`src/rtl/jpeg_idct_drain.sv`:
```
`default_nettype none
// ============================================================================
// Module   : jpeg_idct_drain
// Purpose  : Read-side drain for the IDCT output FIFO. Pops samples into one
//            of two 64-entry ping-pong banks. Optionally transposes each 8x8
//            block from column-major to raster order. Replays every complete
//            block on a valid/ready stream, with a last-of-block flag.
// Ports    : clk_i, rst_i (async, active-high), flush_i (sync frame abort)
//            fifo_data_i / fifo_valid_i / fifo_pop_o  - FIFO head interface
//            out_data_o / out_valid_o / out_ready_i / out_last_o - stream out
//            idle_o - no partial or complete block held
// Revision : 1.0 - initial release
// ============================================================================
module jpeg_idct_drain #(
  parameter int WIDTH     = 8,
  parameter bit TRANSPOSE = 1'b1
) (
  input  logic             clk_i,
  input  logic             rst_i,
  input  logic             flush_i,
  input  logic [WIDTH-1:0] fifo_data_i,
  input  logic             fifo_valid_i,
  output logic             fifo_pop_o,
  output logic [WIDTH-1:0] out_data_o,
  output logic             out_valid_o,
  input  logic             out_ready_i,
  output logic             out_last_o,
  output logic             idle_o
);

  localparam logic [5:0] c_LAST_IDX = 6'd63;

  // Block storage: deliberately not reset, only the full flags qualify it.
  logic [WIDTH-1:0] r_mem [2][64];

  logic [1:0] r_full;
  logic       r_wr_bank;
  logic [5:0] r_wr_idx;
  logic       r_rd_bank;
  logic [5:0] r_rd_idx;

  logic       w_pop;
  logic       w_xfer;
  logic       w_valid;
  logic [5:0] w_wr_addr;
  logic [1:0] w_full_set;
  logic [1:0] w_full_clr;

  // Write address: column-major input k = col*8+row lands at row*8+col,
  // which is just the two 3-bit halves of the index swapped.
  generate
    if (TRANSPOSE) begin : g_addr_transpose
      assign w_wr_addr = {r_wr_idx[2:0], r_wr_idx[5:3]};
    end else begin : g_addr_passthru
      assign w_wr_addr = r_wr_idx;
    end
  endgenerate

  assign w_pop   = fifo_valid_i & ~r_full[r_wr_bank] & ~flush_i;
  assign w_valid = r_full[r_rd_bank];
  assign w_xfer  = w_valid & out_ready_i;

  // Set and clear can never hit the same bank: setting needs the write bank
  // empty, clearing needs the read bank full.
  always_comb begin
    w_full_set = 2'b00;
    w_full_clr = 2'b00;
    if (w_pop && (r_wr_idx == c_LAST_IDX)) begin
      w_full_set[r_wr_bank] = 1'b1;
    end
    if (w_xfer && (r_rd_idx == c_LAST_IDX)) begin
      w_full_clr[r_rd_bank] = 1'b1;
    end
  end

  always_ff @(posedge clk_i) begin
    if (w_pop) begin
      r_mem[r_wr_bank][w_wr_addr] <= fifo_data_i;
    end
  end

  always_ff @(posedge clk_i or posedge rst_i) begin
    if (rst_i) begin
      r_full    <= 2'b00;
      r_wr_bank <= 1'b0;
      r_wr_idx  <= 6'd0;
      r_rd_bank <= 1'b0;
      r_rd_idx  <= 6'd0;
    end else if (flush_i) begin
      r_full    <= 2'b00;
      r_wr_bank <= 1'b0;
      r_wr_idx  <= 6'd0;
      r_rd_bank <= 1'b0;
      r_rd_idx  <= 6'd0;
    end else begin
      r_full <= (r_full | w_full_set) & ~w_full_clr;
      if (w_pop) begin
        r_wr_idx <= r_wr_idx + 6'd1;
        if (r_wr_idx == c_LAST_IDX) begin
          r_wr_bank <= ~r_wr_bank;
        end
      end
      if (w_xfer) begin
        r_rd_idx <= r_rd_idx + 6'd1;
        if (r_rd_idx == c_LAST_IDX) begin
          r_rd_bank <= ~r_rd_bank;
        end
      end
    end
  end

  assign fifo_pop_o  = w_pop;
  assign out_valid_o = w_valid;
  assign out_data_o  = w_valid ? r_mem[r_rd_bank][r_rd_idx] : '0;
  assign out_last_o  = w_valid & (r_rd_idx == c_LAST_IDX);
  assign idle_o      = (r_full == 2'b00) & (r_wr_idx == 6'd0);

endmodule
`default_nettype wire

```
`config.mk`:
```
export PLATFORM = sky130hd
export DESIGN_NAME = jpeg_idct_drain
export DESIGN_NICKNAME = d
export VERILOG_FILES = /design/src/rtl/jpeg_idct_drain.sv
export SDC_FILE = /design/constraint.sdc
export NUM_CORES = 1
export LEC_CHECK = 0
export ABC_AREA = 0
export CORE_MARGIN = 8
export CORE_UTILIZATION = 63
export DETAILED_ROUTE_END_ITERATION = 6
export GPL_TIMING_DRIVEN = 0
export PLACE_DENSITY = 0.78
export SKIP_CTS_REPAIR_TIMING = 1
export SLEW_MARGIN = 20
export SYNTH_ARGS = -nofsm -noshare
export SYNTH_HDL_FRONTEND = slang
export SYNTH_SLANG_ARGS = --single-unit
```
`constraint.sdc`:
```
create_clock -name clk_i -period 2.9 [get_ports clk_i]
set_input_delay 0.29 -clock clk_i [delete_from_list [all_inputs] [get_ports clk_i]]
set_output_delay 0.29 -clock clk_i [all_outputs]
set_load 0.02 [all_outputs]
```
# After elaboration in Yosys (flattened, before gate mapping)
# Memory sizes are Yosys's and may differ from the RTL's.
# Index checks and enable logic that the tools add are counted.
[word_totals] register_bits=16 latch_bits=0 ram_bits=1024 rom_bits=0 output_inout_bits=12 mem_count=1
[op_classes] add_sub_neg=2 multipliers=0 n_div=0 magnitude_cmp=7 eq_ne=2 n_shift=0 mux=29 bitwise_logic=14 n_reduce_logical=13
[mem_list] memory="r_mem" words=2 word_bits=512 read_ports=1 rd_clocked_by_memory_dff=0 write_ports=1 line="34" rtl="logic [WIDTH-1:0] r_mem [2][64];"
[op_table] operator="$mux W512" n=1
[op_table] operator="$bmux W8 S6" n=1
[op_table] operator="$demux W8 S6" n=1
[op_table] operator="$mux W8" n=4
[op_table] operator="$mux W6" n=4
[op_table] operator="$ge A7 B7 Y1 const B" n=2
[op_table] operator="$not A6 Y7" n=2
[op_table] operator="$mux W1" n=13
[op_table] operator="$add A6 B1 Y6 const B" n=2
[op_table] operator="$eq A6 B6 Y1 const B" n=2
[op_table] operator="$reduce_bool A2 Y1" n=4
[op_table] operator="$lt A7 B1 Y1 const B" n=1
[op_table] operator="$logic_not A6 Y1" n=1
[op_table] operator="$mux W2" n=3
[op_table] operator="$and A1 B1 Y1" n=5
[op_table] operator="$logic_and A1 B1 Y1" n=5
[op_table] operator="$lt A1 B2 Y1 const B" n=2
[op_table] operator="$not A1 Y1" n=4
[op_table] operator="$reduce_and A2 Y1" n=2
[op_table] operator="$and A2 B2 Y2" n=1
[op_table] operator="$demux W1 S1" n=2
[op_table] operator="$ge A1 B1 Y1 const B" n=2
[op_table] operator="$logic_not A2 Y1" n=1
[op_table] operator="$not A2 Y2" n=1
[op_table] operator="$or A2 B2 Y2" n=1

# Logic depth before layout (Yosys ltp)
# Gate-level depths: netlist of the first run.
[depth] word_depth=10 mapped_depth=11

# Least setup slack after synthesis of the first run
# Ideal clock, no wire load.
[synth_path] path_type="flip-flop to output port" from="reg r_rd_idx[0]" to="out out_data_o[2]" arrival_time_ns=2.309 required_time_ns=2.610 setup_slack_ns=0.301 path_stages_with_launch=11 path_buffers=4 cell_sequence="dfrtp_1 -> buf_2 -> buf_2 -> buf_2 -> clkbuf_1 -> nand2_1 -> a21oi_1 -> a311oi_1 -> o211ai_2 -> o21ai_0 -> nor3_1"
[synth_between] elab_chain_len=5
[synth_rtl] element="start: declaration" line="40" rtl="logic [5:0] r_rd_idx;"
[synth_rtl] element="start signal: assignment" line="104" rtl="r_rd_idx <= r_rd_idx + 6'd1;"
[synth_rtl] element="$not A6 Y7 (implied by the code)" line="114" rtl="assign out_data_o = w_valid ? r_mem[r_rd_bank][r_rd_idx] : '0;"
[synth_rtl] element="$bmux W8 S6" line="114"
[synth_rtl] element="$mux W8 (implied by the code) (2 in series)" line="114"
[synth_rtl] element="$mux W8" line="114"
[synth_rtl] element="end: declaration" line="24" rtl="output logic [WIDTH-1:0] out_data_o,"
# Every way passes these cells. The select of a mux whose other input is x is not followed.

# Worst setup path after layout of the first run
[layout_path] from="reg r_rd_bank" to="out out_data_o[1]"
[layout_between] elab_chain_len=5 elab_cells_between_ends=7 cone_classes="mux (6); memory (1)"
[layout_rtl] element="start: declaration" line="39" rtl="logic r_rd_bank;"
[layout_rtl] element="start signal: assignment" line="106" rtl="r_rd_bank <= ~r_rd_bank;"
[layout_rtl] element="$mem_v2 Z2 W512"
[layout_rtl] element="$bmux W8 S6" line="114"
[layout_rtl] element="$mux W8 (implied by the code) (2 in series)" line="114"
[layout_rtl] element="$mux W8 (*)" line="114"
# Mark *: on every way between the ends. The rest lies on a longest branch, timed or not. The select of a mux whose other input is x is not followed.

==> metrics.yaml, run 1 <==
setup_viol_count_final: 258
ff_latch_area_um2: 31150
core_um2: 65280
max-cap-violations: 0
ctsHtreeMaxLevel: 3
synth-simple-area-share_pct: 3.506
cts_buffer_depth: 3
synth_edf_count: 1024
cts_buffers: 99
antennaDiodeCount: 0
synth_top_flop_cell: "edfxtp_1"
critical_path_class: "register to output pin"
io_buffers: 24
gp_congestion: 1.010
critPathRequiredTime_ns: 2.61
slowest_delay_ns: 0.41
grt_overflow_total: 0
fmax_mhz: 257.0
finalWirelength_um: 125900
clock_sinks: 1040
period_needed_ns: 3.892
synth_top_family_by_area: "multiplexers"
ioPinCount: 25
power.density_nw_per_um2: 616.5
clk_pin_slew_ns: 0.07
status: "finished with violations"
worstPathCellList: "buf_6 -> clkbuf_16 -> buf_16 -> buf_8 -> mux2i_1 -> a22oi_1 -> a41oi_2 -> o21ai_0 -> a21oi_2 -> and4_1 -> a2111oi_4 -> buf_4"
cp.arrival_ns: 3.60
synth_xor_area_share_pct: 0.2546
clk-insertion-delay-late_ns: 0.66
cp_max_fo: 10
hold_depth: 1
vdd_ir_drop_max_v: 0.0005712
grt_max_degree: 95
worstMarginPinSlew_ns: 0.9252
min_to: "r_mem[0][273]"
firstDrtPassIters: 6
final_cell_mix: "1024 x edfxtp_1, 255 x mux2i_1, 118 x mux4_2, 103 x clkbuf_16, 96 x nor2_4"
vias: 24100
clock-root-buffer: "clkbuf_16"
drcViolationCount: 0
end_kind: "output pin"
wire_per_inst_um: 37.47
synthAdderAreaFrac_pct: 0.09092
syn_nets: 2248
synth-seq-cells: 1040
p_leak_nw: 14.53
start_util_pct: 63.25
slowest_stage: "dfrtp_2"
drt_iter0_drc: 4049
ys_async_sr_fraction_pct: 1.538
pre_cts_slack_ns: -1.821
hold_viol: 0
grt_use_total_pct: 32.49
grt_pass1_wl_um: 168900
rows: 94
fin_total_pwr_mw: 30.15
dpl.hpwl_um: 78660
syn_area_per_cell_um2: 18.50
crit_family: "compound AO/OA/AOI/OAI gates"
period_share_pct: 134.2
dieArea_um2: 73980
hold_start: "fifo_data_i[1]"
antenna_left: 0
yosysSeqAreaShare_pct: 75.45
violations: "setup timing"
multi_input_area_um2: 10990
worst_hold_path_type: "primary input to register"
drt-vias-per-instance: 7.171
crit_buf_inv: 5
reg2reg_to: "r_mem[1][291]"
layout.nets: 2429
yosys_warnings: 0
synthCells: 2232
timing.reg2reg.setup_slack_ns: -0.12
fillerInstances: 3518
grt_pass1_vias: 23460
rsz0062_at_grt: "true"
r2r_cells: 6
worstReg2RegStart: "r_full[1]"
fin_ws_ns: -0.9918
fin_skew_ns: 0.02244
antenna_found_initial: 1
die_w_um: 272.0
synthMuxAreaShare_pct: 13.56
final_common_cell: "edfxtp_1"
syn2layout_area_growth_pct: 18.43
cts_tree: "built"
relSlewSlack_pct: 38.32
syn_area_um2: 41290
drive_gt1_share_pct: 30.56
crit_path_start_kind: "register"
ys_types: 54
report.final.slew_viol_count: 0
fp.dieH_um: 272.0
synth_compound_area_share_pct: 5.061
flip-flops by register name, summed over array words and instances, names as in the netlist:
name       cells
r_wr_idx       6
r_wr_bank      1
r_mem       1024
r_rd_bank      1
r_rd_idx       6
r_full         2
routing by layer:
layer	track usage, %	wire (µm)	up-vias
li1	-	-	9429
met5	0.1315	20	-
met3	8.322	16150	457
met1	41.95	43100	12170
met2	50.30	58140	2041
met4	18.92	8524	2
cells by family after synthesis:
group,after synthesis
AO/OA/AOI/OAI,294
XOR/XNOR,12
adder cells (fa/ha/maj),3
buffers and inverters,139
flip-flops,1040
multiplexers,410
AND/OR/NAND/NOR,334
final cells by class:
type                            count  share of cell area, %
Sequential cell                  1040                  63.71
Multi-Input combinational cell   1053                  22.47
Clock buffer                      122                  5.394
Buffer                            130                  2.989
Tap cell                          864                  2.211
Timing Repair Buffer               81                  1.873
Clock inverter                     63                  1.285
Inverter                            8                0.06653
worst reg2reg max path: stages, from the launching register on:
cell	delay, ns
dfrtp_1	0.42
mux2i_1	0.20
nand2_1	0.17
nor3_2	0.39
nand3_4	0.40
buf_2	0.56
nor2_2	0.53
cell usage after synthesis (4+ instances only):
cell | instances | share of area (%)
a2111oi_0 | 12 | 0.25
a41oi_1 | 12 | 0.25
o221ai_1 | 21 | 0.45
nand4_1 | 9 | 0.14
o21ai_1 | 5 | 0.061
a221oi_1 | 17 | 0.36
nand3_1 | 31 | 0.38
mux4_2 | 118 | 6.4
buf_2 | 27 | 0.33
nor3_1 | 8 | 0.097
mux2i_1 | 276 | 6.7
buf_6 | 25 | 0.68
o211ai_1 | 6 | 0.11
nand2_1 | 80 | 0.73
a22oi_1 | 57 | 1.0
clkbuf_1 | 51 | 0.46
a22o_1 | 11 | 0.23
and4_1 | 4 | 0.085
nor2b_1 | 18 | 0.27
inv_1 | 6 | 0.055
a211o_1 | 7 | 0.15
xor2_1 | 5 | 0.11
a21oi_1 | 70 | 0.85
buf_4 | 18 | 0.33
nor2_1 | 167 | 1.5
buf_1 | 6 | 0.055
mux2_2 | 16 | 0.44
dfrtp_1 | 16 | 0.97
edfxtp_1 | 1024 | 74
and2_1 | 5 | 0.076
buf_8 | 4 | 0.15
a211oi_1 | 12 | 0.22
xnor2_1 | 7 | 0.15
a311oi_1 | 4 | 0.085
o21ai_0 | 40 | 0.48
metrics by stage:
stage | setup TNS [ns] | hold slack (ns) | cell area [µm²] | util [%] | cells
finish | -17.97 | 0.01715 | 48900 | 74.91 | 3361
detailed placement | -582.68 | 0.6171 | 42840 | 65.63 | 3128
global route | -22.88 | 0.01944 | 48900 | 74.91 | 3361
floorplan | 0 | 0.2037 | 41290 | - | 2232
global placement | -2533.02 | 0.6228 | 42610 | 65.27 | 3120
CTS | -389.35 | 0.005037 | 46100 | 70.63 | 3313
report_power, final:
part	internal (mW)	total, mW	switching (mW)
clock network	7.47	13.1	5.65
registers	16.5	16.5	0.00463
logic	0.0959	0.508	0.412
total	24.1	30.1	6.07
how the worst max path moves through the flow:
| stage | from | endpoint | slack [ns] | cells after the start |
|---|---|---|---|---|
| 4_1_cts | r_rd_idx[0] | out_data_o[5] | -2.56 | 11 |
| 6_report | r_rd_bank | out_data_o[1] | -0.99 | 12 |
| 3_5_place_dp | r_rd_idx[0] | out_data_o[5] | -1.82 | 11 |
| 2_1_floorplan | r_rd_idx[0] | out_data_o[2] | 0.30 | 10 |
| 3_3_place_gp | fifo_data_i[6] | r_mem[0][46] | -2.08 | 1 |
| 5_1_grt | r_rd_idx[2] | out_data_o[5] | -1.03 | 10 |
Power figures use the tool's default switching activity.
==> run 2: changes to the inputs <==
CORE_ASPECT_RATIO = 1.5   (was not set)
SLEW_MARGIN = not set   (was 20)
==> metrics.yaml, run 2 (synthesized netlist as in run 1, its figures left out) <==
ctsHtreeMaxLevel: 3
slowest_stage: "dfrtp_2"
end_kind: "output pin"
drt-vias-per-instance: 7.141
wire_per_inst_um: 37.74
cts_tree: "built"
ioPinCount: 25
p_sw_mw: 5.704
reg_top3: "r_mem: 1024 flops, r_rd_idx: 6 flops, r_wr_idx: 6 flops"
cp_max_fo: 6
core_um2: 65180
fin_ws_ns: -0.9980
largest_reg_flops: 1024
critical_path_class: "register to output pin"
antenna_left: 0
drive_gt1_share_pct: 30.39
grt_pass1_vias: 23540
reg2reg_to: "r_mem[1][467]"
gp_congestion: 1.004
setup_viol_count_final: 357
fmax_mhz: 256.5
startpoint: "r_rd_bank"
clk_pin_slew_ns: 0.06
clk-insertion-delay-late_ns: 0.66
syn2layout_area_growth_pct: 17.26
worst_hold_path_type: "primary input to register"
p_int_mw: 22.67
regMostFlops: "r_mem"
start_util_pct: 63.34
vdd_ir_drop_max_v: 0.0004438
critPathRequiredTime_ns: 2.61
min_to: "r_mem[1][261]"
grt_overflow_total: 0
combPwrFrac_pct: 1.8
timing.reg2reg.setup_slack_ns: -0.12
cts_buffers: 88
cp.arrival_ns: 3.61
fp.dieH_um: 329.5
report.final.slew_viol_count: 0
dp_cells: 3143
dieArea_um2: 74150
fin_util_pct: 74.27
grt_pass1_wl_um: 168600
final_cell_mix: "1024 x edfxtp_1, 256 x mux2i_1, 118 x mux4_2, 96 x clkbuf_16, 87 x nor2_4"
p_leak_nw: 14.29
period_share_pct: 134.4
violations: "setup timing"
crit_buf_inv: 5
grt_use_total_pct: 32.91
r2r_cells: 6
swShare_pct: 20.10
worstReg2RegStart: "r_full[1]"
final_common_cell: "edfxtp_1"
fin_skew_ns: 0.02375
period_needed_ns: 3.898
relSlewSlack_pct: 30.37
cts_buffer_depth: 3
max-cap-violations: 0
rows: 115
fillerInstances: 3570
hold_depth: 1
clock_sinks: 1040
final_cells: 3348
grt_max_degree: 95
power.density_nw_per_um2: 586.0
hold_start: "fifo_data_i[5]"
rsz0062_at_grt: "true"
drcViolationCount: 0
finalWirelength_um: 126300
die_w_um: 225.0
dpl.hpwl_um: 82150
worstMarginPinSlew_ns: 1.044
firstDrtPassIters: 6
power_frac_seq_pct: 58.2
crit_family: "compound AO/OA/AOI/OAI gates"
crit_path_frequent_cell: "buf_16"
layout.nets: 2421
antenna_found_initial: 1
crit_path_start_kind: "register"
slowest_delay_ns: 0.46
io_buffers: 24
drt_iter0_drc: 3717
worstPathCellList: "buf_12 -> buf_16 -> buf_16 -> buf_16 -> mux2i_1 -> a221oi_2 -> o21ai_2 -> a21o_1 -> o211ai_4 -> o21ai_2 -> nor3_2 -> buf_4"
clock-root-buffer: "clkbuf_16"
clockPowerShare_pct: 40.0
fin_total_pwr_mw: 28.37
hold_viol: 0
vias: 23910
status: "finished with violations"
antennaDiodeCount: 0
[run 2: cell types whose count changed in the layout (fill, tap and decap cells not counted), moves of 9 or more]
cell      change
clkinv_2     -10
nor2_4        -9
a21oi_2      +10
a21oi_1      -11
nor2_2       +10
[run 2: routing by layer]
metal | vias to the layer above | part of all wire (%) | GRT usage [%]
met2 | 1971 | 47 | 52.39
met4 | 2 | 11 | 29.72
met3 | 538 | 10 | 7.456
li1 | 9363 | - | -
met1 | 12030 | 31 | 36.88
met5 | - | 0.013 | 0
[run 2: cell type report]
cell class	count	area (µm²)	area share [%]
clock inverters	48	331.6	0.6849
inverters	8	31.28	0.06461
well taps	877	1097	2.267
clock buffers	108	2362	4.879
multi-input cells	1053	11000	22.73
repair buffers	85	954.7	1.972
plain buffers	129	1479	3.055
flip-flops and latches	1040	31150	64.35
[run 2: power groups by stage]
stage                     combinational [mW]  clock, mW  sequential (mW)
after floorplan                       0.0806          0             16.8
after global placement                 0.384          0             16.9
after detailed placement               0.438          0             16.8
after CTS                              0.439       11.3             16.5
after global routing                   0.520       11.8             16.5
final                                  0.512       11.3             16.5
[run 2: through the flow]
step	setup slack, ns	hold slack, ns	TNS (ns)	area, µm²
after floorplan	0.3008	0.2037	0	41290
after global placement	-2.170	0.6144	-2526.88	42620
after detailed placement	-1.917	0.6236	-555.53	42830
after CTS	-2.613	0.08137	-379.92	45520
after global routing	-0.9391	0.1045	-27.58	48410
final	-0.9980	0.09334	-20.21	48410
[run 2: worst max path at each step]
stage,end,slack (ns),depth (start not counted)
floorplan,out_data_o[2],0.30,10
global placement,r_mem[1][272],-2.17,1
detailed placement,out_data_o[7],-1.92,8
CTS,out_data_o[7],-2.61,8
global route,out_data_o[6],-0.94,12
finish,out_data_o[6],-1.0,12
